**src/rtl/tick_pkg.sv**
```systemverilog
// Shared constants and helpers for the stopwatch timebase generator.
package tick_pkg;

  localparam int unsigned DEFAULT_CLK_HZ  = 100_000_000;
  localparam int unsigned DEFAULT_FAST_HZ = 500;

  // Counter width for a given divisor, never narrower than one bit.
  function automatic int unsigned divWidth(input int unsigned div);
    return (div <= 1) ? 1 : $clog2(div);
  endfunction

endpackage

```
**src/rtl/tick_divider.sv**
```systemverilog
// Free-running modulo-DIV counter with a synchronous restart and a
// combinational terminal-count flag.
module tick_divider
  import tick_pkg::*;
#(
  parameter int unsigned DIV = 4
) (
  input  logic clk,
  input  logic rst_n,
  input  logic clr,
  output logic tc
);

  localparam int unsigned W = divWidth(DIV);
  localparam logic [W-1:0] LAST = W'(DIV - 1);

  logic [W-1:0] count_q, count_d;

  assign tc = (count_q == LAST);

  always_comb begin
    count_d = count_q + W'(1);
    if (clr || tc) count_d = '0;
  end

  always_ff @(posedge clk or negedge rst_n) begin
    if (!rst_n) count_q <= '0;
    else        count_q <= count_d;
  end

endmodule

```
**src/rtl/tick_generator.sv**
```systemverilog
// Stopwatch timebases as single-cycle enables: 2 Hz, phase-locked 1 Hz,
// adjust-selected tick and display refresh. Optional blink via STOPWATCH_BLINK_EN.
module tick_generator
  import tick_pkg::*;
#(
  parameter int unsigned CLK_HZ  = DEFAULT_CLK_HZ,
  parameter int unsigned FAST_HZ = DEFAULT_FAST_HZ
) (
  input  logic clk,
  input  logic rst_n,
  input  logic clr,
  input  logic adj,
  output logic tick_2hz,
  output logic tick_1hz,
  output logic tick_sel,
`ifdef STOPWATCH_BLINK_EN
  output logic tick_fast,
  output logic blink
`else
  output logic tick_fast
`endif
);

  localparam int unsigned HALF_DIV = CLK_HZ / 2;
  localparam int unsigned FAST_DIV = CLK_HZ / FAST_HZ;

  logic halfTc, fastTc;
  logic phase_q, phase_d;
  logic adjMeta_q, adjSync_q;
  logic tick2Hz_q, tick2Hz_d;
  logic tick1Hz_q, tick1Hz_d;
  logic tickSel_q, tickSel_d;
  logic tickFast_q, tickFast_d;

  tick_divider #(.DIV(HALF_DIV)) halfDivider (
    .clk   (clk),
    .rst_n (rst_n),
    .clr   (clr),
    .tc    (halfTc)
  );

  tick_divider #(.DIV(FAST_DIV)) fastDivider (
    .clk   (clk),
    .rst_n (rst_n),
    .clr   (clr),
    .tc    (fastTc)
  );

  // clr wins over a coincident terminal count, so that tick is dropped.
  always_comb begin
    phase_d = phase_q;
    if (clr)         phase_d = 1'b0;
    else if (halfTc) phase_d = ~phase_q;
    tick2Hz_d  = halfTc & ~clr;
    tick1Hz_d  = halfTc & phase_q & ~clr;
    tickSel_d  = adjSync_q ? tick2Hz_d : tick1Hz_d;
    tickFast_d = fastTc & ~clr;
  end

  always_ff @(posedge clk or negedge rst_n) begin
    if (!rst_n) begin
      phase_q    <= 1'b0;
      adjMeta_q  <= 1'b0;
      adjSync_q  <= 1'b0;
      tick2Hz_q  <= 1'b0;
      tick1Hz_q  <= 1'b0;
      tickSel_q  <= 1'b0;
      tickFast_q <= 1'b0;
    end else begin
      phase_q    <= phase_d;
      adjMeta_q  <= adj;
      adjSync_q  <= adjMeta_q;
      tick2Hz_q  <= tick2Hz_d;
      tick1Hz_q  <= tick1Hz_d;
      tickSel_q  <= tickSel_d;
      tickFast_q <= tickFast_d;
    end
  end

  assign tick_2hz  = tick2Hz_q;
  assign tick_1hz  = tick1Hz_q;
  assign tick_sel  = tickSel_q;
  assign tick_fast = tickFast_q;

`ifdef STOPWATCH_BLINK_EN
  logic blink_q, blink_d;

  always_comb begin
    blink_d = blink_q;
    if (clr)         blink_d = 1'b0;
    else if (halfTc) blink_d = ~blink_q;
  end

  always_ff @(posedge clk or negedge rst_n) begin
    if (!rst_n) blink_q <= 1'b0;
    else        blink_q <= blink_d;
  end

  assign blink = blink_q;
`endif

endmodule
```
**config.mk**
```make
export PLATFORM = sky130hd
export DESIGN_NAME = tick_generator
export DESIGN_NICKNAME = d
export VERILOG_FILES = /design/src/rtl/tick_pkg.sv /design/src/rtl/tick_divider.sv /design/src/rtl/tick_generator.sv
export SDC_FILE = /design/constraint.sdc
export NUM_CORES = 1
export LEC_CHECK = 0
export BUFFER_PORTS_ARGS = -buffer_cell sky130_fd_sc_hd__buf_2
export CAP_MARGIN = 5
export CORE_MARGIN = 5
export CORE_UTILIZATION = 35
export DETAILED_ROUTE_END_ITERATION = 10
export SETUP_SLACK_MARGIN = 0.2
export SLEW_MARGIN = 20
export SYNTH_ARGS = -nofsm -noshare
export SYNTH_HDL_FRONTEND = slang
export SYNTH_SLANG_ARGS = --single-unit
```
**constraint.sdc**
```tcl
create_clock -name clk -period 1.7 [get_ports clk]
set_input_delay 0.34 -clock clk [delete_from_list [all_inputs] [get_ports clk]]
set_output_delay 0.34 -clock clk [all_outputs]
set_load 0.02 [all_outputs]
```
==> summary.txt, run 1 <==
Adder-Cell Fraction of Synth Area: 0.0100
DRC viols: 0
max-cap viol count: 0
cell taking the most area after synthesis: dfrtp_1
Pins Over Slew Limit: 0
commonest non-fill, non-tap cell in the layout: dfrtp_1
DP Wirelength: 3.63 mm
Num CTS Buffers: 5
CTS tree: done
Synth Instances: 244
First-pass DRT Iterations: 4
Setup CP Type: flip-flop to flip-flop
die width: 94.5 µm
post-synthesis cell type count: 37
largest cells by area after synthesis: dfrtp_1 (51%), xor2_1 (6.3%), nor2_1 (4.7%)
peak supply drop: 268 µV
synthesized cell area: 0.00250 mm²
initial core utilization: 0.364
Final WS setup: -8.30 ps
number of flops mapped to enable cells by yosys: 0
die area: 0.00892 mm²
worst-margin pin slew: 363 ps
initial antenna violation count: 0
Core Area: 0.00687 mm²
crit path launch type: flip-flop
placed cells: 373
drt total wl: 5.85 mm
commonest cells after routing, fill and taps aside: dfrtp_1 (49), buf_4 (46), nor2_4 (19), xor2_1 (17), nand3_1 (14)
post-route clock period utilization: 1.00
simple-gate share of the synthesized area: 0.280
pin count of the biggest net entering global routing: 28
skew final: 13.4 ps
setup violators final: 1
setup_tns: -8.30 ps
DIE HEIGHT: 94.5 µm
hold-critical path depth: 1
Seq cells post-synth: 51
HP Start: adj
total gr overflow: 0
asr flop ratio synth: 1.00
share of the synthesized area in the top cell type: 0.511
# H-tree levels: 2
ANT nets after route: 0
number of global-route vias before repair: 2021
Worst Path Max Fanout: 5
CTS Sinks: 51
r2r worst-path depth: 5
clk root buf: clkbuf_8
DR iter-0 viols: 82
warnings from Yosys: 0
Final Hold Vio Count: 0
first-pass GRT wire length: 9.64 mm
CP required: 1940 ps
Final Total Pwr: 2.10 mW
Compound-Gate Fraction of Synth Area: 0.0857
CP Data Arrival Time: 1950 ps
Lkg Pwr: 1.42 nW
syn_nets: 250
Slew HR: 0.758
clock tree buffer depth: 2
XOR/XNOR share of the synthesized area: 0.0912
Final Util: 0.517
Worst-path clk slew: 100 ps
RR Endpoint: halfDivider.count_q[18]$_DFF_PN0_
Non-Filler Instances: 404
main combinational cell family by area after synthesis: simple AND/OR/NAND/NOR gates
CP Launch Point: halfDivider.count_q[0]$_DFF_PN0_
per-instance average area after synthesis: 10.2 µm²
failing checks: setup timing
status: complete, but fails checks
Reg2Reg Setup Slack: -8 ps
proportion of synthesized chip area in sequential cells: 0.511
fin crit period: 1710 ps
Hold Path Class: input pin to flip-flop
area grow syn2layout: 42.1%
IO buf count: 7
GPL Wtd Cong: 0.810
reg-to-reg critical path startpoint: halfDivider.count_q[0]$_DFF_PN0_
nets: 314
CP endpoint kind: flip-flop
Primary FF master, synth: dfrtp_1
WL/cell: 14.5 µm
multi-input logic area: 0.00149 mm²
register area: 0.00128 mm²
Skew-Pair Late Insertion Delay: 310 ps
Hold EP: adjMeta_q$_DFF_PN0_
RSZ-0062 raised after global routing: yes
Tot GR Track Use: 0.135
Vias/cell: 5.18
layout cells sized above 1: 0.455
row cnt: 30
DR vias: 2091
Antenna Cells: 0
# IOs: 8
Pwr Density: 591 mW/mm²
post-synthesis mux area share: 0
fillers: 619
fmax: 0.585 GHz
-- sequential cells by signal, indices dropped and copies added, names as in the netlist --
| signal | flops |
|---|---|
| fastDivider.count_q | 18 |
| tick_1hz | 1 |
| tick_fast | 1 |
| phase_q | 1 |
| halfDivider.count_q | 26 |
| adjMeta_q | 1 |
| adjSync_q | 1 |
| tick_sel | 1 |
| tick_2hz | 1 |
-- timing repair --
action,in CTS,in global routing
pin swaps,23,18
gates cloned,1,3
gates resized for setup,53,31
endpoints found under the setup margin,47,47
hold endpoints to repair,12,0
hold buffers,1,0
setup buffers,16,3
-- how the worst max path moves through the flow --
| stage | end | slack (ps) | cells after the start |
|---|---|---|---|
| after global routing | halfDivider.count_q[25]$_DFF_PN0_ | -80 | 6 |
| after floorplan | halfDivider.count_q[20]$_DFF_PN0_ | 0.5 | 5 |
| after CTS | halfDivider.count_q[18]$_DFF_PN0_ | -20 | 5 |
| after global placement | halfDivider.count_q[20]$_DFF_PN0_ | 8 | 5 |
| final | halfDivider.count_q[18]$_DFF_PN0_ | -8 | 5 |
| after detailed placement | phase_q$_DFFE_PN0N_ | -40 | 4 |
-- cell usage after synthesis, types with 3 or more instances --
master and n:
a21oi_1 15, and2_1 3, and3_1 4, and4_1 4
buf_2 6, dfrtp_1 51, inv_1 3, nand2_1 15
nand3_1 15, nand4_1 13, nor2_1 31, nor4_1 4
o21ai_0 5, o31ai_1 10, or3_1 5, or4_1 10
xnor2_1 8, xor2_1 18
-- logic make-up after synthesis --
logic type | Yosys count
buffers and inverters | 12
AOI/OAI and AO/OA | 33
adders and majority gates | 2
DFF | 51
and+or+nand+nor | 120
xor gates and xnor gates | 26
-- metrics by stage --
step / hold WS (ps) / area (µm²) / worst slack (ps)
4_1_cts: 131 / 3330 / -18.9
3_3_place_gp: 274 / 2920 / 7.92
2_1_floorplan: 44.4 / 2540 / 0.483
6_report: 134 / 3550 / -8.30
3_5_place_dp: 277 / 2920 / -38.7
5_1_grt: 130 / 3550 / -81.5
-- per-layer routing --
metal / global-route usage / wire, µm / vias to the layer above
li1: - / - / 1024
met1: 0.186 / 2860 / 1033
met2: 0.212 / 2790 / 26
met3: 0.0287 / 143 / 8
met4: 0.0457 / 62 / 0
met5: 0 / 0 / -
-- area by class of cell --
type / count / share of cell area
Multi-Input combinational cell: 181 / 0.419
Sequential cell: 51 / 0.360
Timing Repair Buffer: 66 / 0.161
Tap cell: 96 / 0.0339
Clock buffer: 5 / 0.0194
Clock inverter: 2 / 0.00388
Inverter: 3 / 0.00317
-- report_power, final --
group / switching [mW] / leakage, nW / internal, mW / total [mW]
Sequential: 0.0119 / 0.700 / 1.23 / 1.24
Clock: 0.404 / 0.0440 / 0.283 / 0.687
Combinational: 0.0981 / 0.681 / 0.0736 / 0.172
-- worst max-delay path, cell delays in order (launching register included) --
cell and delay [ps]:
dfrtp_1 400, ha_4 160, nand3_2 80, or4_4 550, or3_1 340, a21oi_2 120
(Power assumes the default switching activity.)
==> run 2, diff against run 1 <==
Settings changed: SETUP_SLACK_MARGIN 0.2 to 0.1.
==> summary.txt, run 2 (synthesis gave the netlist of run 1 again) <==
IO buf count: 7 (unchanged)
commonest non-fill, non-tap cell in the layout: dfrtp_1
area grow syn2layout: 35.9%
commonest cells after routing, fill and taps aside: dfrtp_1 (49), buf_4 (48), nor2_1 (24), xor2_1 (17)
initial core utilization: 0.364 (unchanged)
post-route cell area: 0.00339 mm² (-4.4%)
drt total wl: 5.85 mm (unchanged)
Largest stage delay, worst path: 580 ps (+30 ps)
Pins Over Slew Limit: 0 (unchanged)
initial antenna violation count: 0 (unchanged)
top flop regs: halfDivider.count_q: 26 flops, fastDivider.count_q: 18 flops
nets: 313 (-0.32%)
DRC viols: 0 (unchanged)
worst-path cell chain: ha_4 > nand3_2 > or4_4 > or3_4 > a21oi_2
hold slack final: -5.99 ps (-140 ps)
CTS Sinks: 51 (unchanged)
CTS Hold Buffers Added: 0 (-1)
Worst-path clk slew: 90 ps (about the same)
M3 GR Usage: 0.0351 (+0.00637)
max reg flops: 26 (unchanged)
peak supply drop: 308 µV (+15%)
total gr overflow: 0 (unchanged)
# IOs: 8 (unchanged)
row cnt: 30 (unchanged)
ANT nets after route: 0 (unchanged)
Final WS setup: -63.1 ps (-54.8 ps)
fillers: 622 (+0.48%)
GPL Wtd Cong: 0.750 (-7.3%)
post-route clock period utilization: 1.04 (+0.0323)
CP endpoint kind: flip-flop
Non-Filler Instances: 403 (-0.25%)
# H-tree levels: 2 (unchanged)
layout cells sized above 1: 0.358 (-0.0962)
DIE HEIGHT: 94.5 µm (unchanged)
DP Wirelength: 3.77 mm (+3.9%)
DR vias: 2087 (-0.19%)
Lkg Pwr: 1.45 nW (+2.1%)
Tot GR Track Use: 0.135 (+0.000214)
fmax: 0.567 GHz (-3.1%)
pin count of the biggest net entering global routing: 20 (-29%)
status: complete, but fails checks
First-pass DRT Iterations: 4 (unchanged)
Worst Path Max Fanout: 5 (unchanged)
setup_tns: -588 ps (-580 ps)
CP required: 1950 ps (about the same)
Final Hold Vio Count: 14 (+14)
setup violators final: 26 (+25)
fin crit period: 1760 ps (+54.8 ps)
layer with the highest usage: met2
Pwr Density: 625 mW/mm² (+5.9%)
die width: 94.5 µm (unchanged)
Core Area: 0.00687 mm² (unchanged)
CP Data Arrival Time: 2010 ps (+60 ps)
clk root buf: clkbuf_8
placed cell area: 0.00296 mm² (+1.2%)
clock tree buffer depth: 2 (unchanged)
Setup CP Type: flip-flop to flip-flop
crit path launch type: flip-flop
CTS tree: done
WL/cell: 14.5 µm (+0.25%)
Slew HR: 0.665 (-0.0926)
number of global-route vias before repair: 2040 (+0.94%)
Num CTS Buffers: 5 (unchanged)
max-cap viol count: 0 (unchanged)
placed cells: 377 (+1.1%)
RSZ-0062 raised after global routing: yes
first-pass GRT wire length: 9.58 mm (-0.57%)
Global Route met1 Usage: 0.177 (-0.00930)
met2 GRT Util: 0.220 (+0.00887)
Hold Path Class: input pin to asynchronous set/reset pin
failing checks: hold timing, setup timing
skew final: 9.18 ps (-4.26 ps)
die area: 0.00892 mm² (unchanged)
Top reg by flops: halfDivider.count_q
Vias/cell: 5.18 (about the same)
DR iter-0 viols: 56 (-32%)
Skew-Pair Late Insertion Delay: 310 ps (about the same)
Slowest cell on crit path: or4_4
worst-margin pin slew: 502 ps (+139 ps)
Antenna Cells: 0 (unchanged)
-- run 2: metal layers --
metal / routed length [µm] / vias to the layer above / share of wire
li1: - / 1020 / -
met1: 2720 / 1032 / 0.47
met2: 2860 / 29 / 0.49
met3: 206 / 6 / 0.035
met4: 59 / 0 / 0.010
met5: 0 / - / 0
-- run 2: metrics by stage --
step	hold WS (ps)	utilization	setup WS, ps	power (mW)
5_1_grt	27.3	0.494	-135	2.19
4_1_cts	7.44	0.472	6.87	2.11
2_1_floorplan	44.4	-	0.483	1.30
3_5_place_dp	335	0.431	-13.8	1.38
3_3_place_gp	333	0.431	21.7	1.37
6_report	-5.99	0.494	-63.1	2.12
-- run 2: power breakdown --
part	internal [mW]	total, mW	switching [mW]
logic	0.0734	0.157	0.0831
clock network	0.321	0.728	0.408
registers	1.23	1.24	0.0115
total	1.62	2.12	0.502
-- run 2: final cells by class --
type                    count  area (µm²)  area share
multi-input cells         182        1340       0.395
inverters                   3        11.3     0.00332
well taps                  96         120      0.0354
repair buffers             64         557       0.164
clock buffers               6        82.6      0.0243
flip-flops and latches     51        1280       0.377
clock inverters             1        5.00     0.00147
-- run 2: worst paths after layout --
kind	startpoint	endpoint	slack, ps	depth (start not counted)
min	rst_n	halfDivider.count_q[8]$_DFF_PN0_	-6	1
max	halfDivider.count_q[0]$_DFF_PN0_	halfDivider.count_q[20]$_DFF_PN0_	-60	5
max in group asynchronous	rst_n	halfDivider.count_q[7]$_DFF_PN0_	1230	2
min in group clk	adj	adjMeta_q$_DFF_PN0_	130	1
min reg2reg	adjMeta_q$_DFF_PN0_	adjSync_q$_DFF_PN0_	360	0
max reg2reg	halfDivider.count_q[0]$_DFF_PN0_	halfDivider.count_q[20]$_DFF_PN0_	-60	5
-- run 2: repair_timing --
item / CTS / global route
gates resized for setup: 18 / 25
setup buffers: 12 / 4
pin swaps: 2 / 12
setup endpoints to repair: 29 / 44
cloned: 2 / 1
-- run 2: critical path: cells and delay by family (launching register included) --
family                   cells  cell delay, ps
AO/OA/AOI/OAI                1             130
adder cells (fa/ha/maj)      1             160
flip-flops                   1             400
AND/OR/NAND/NOR              3            1010
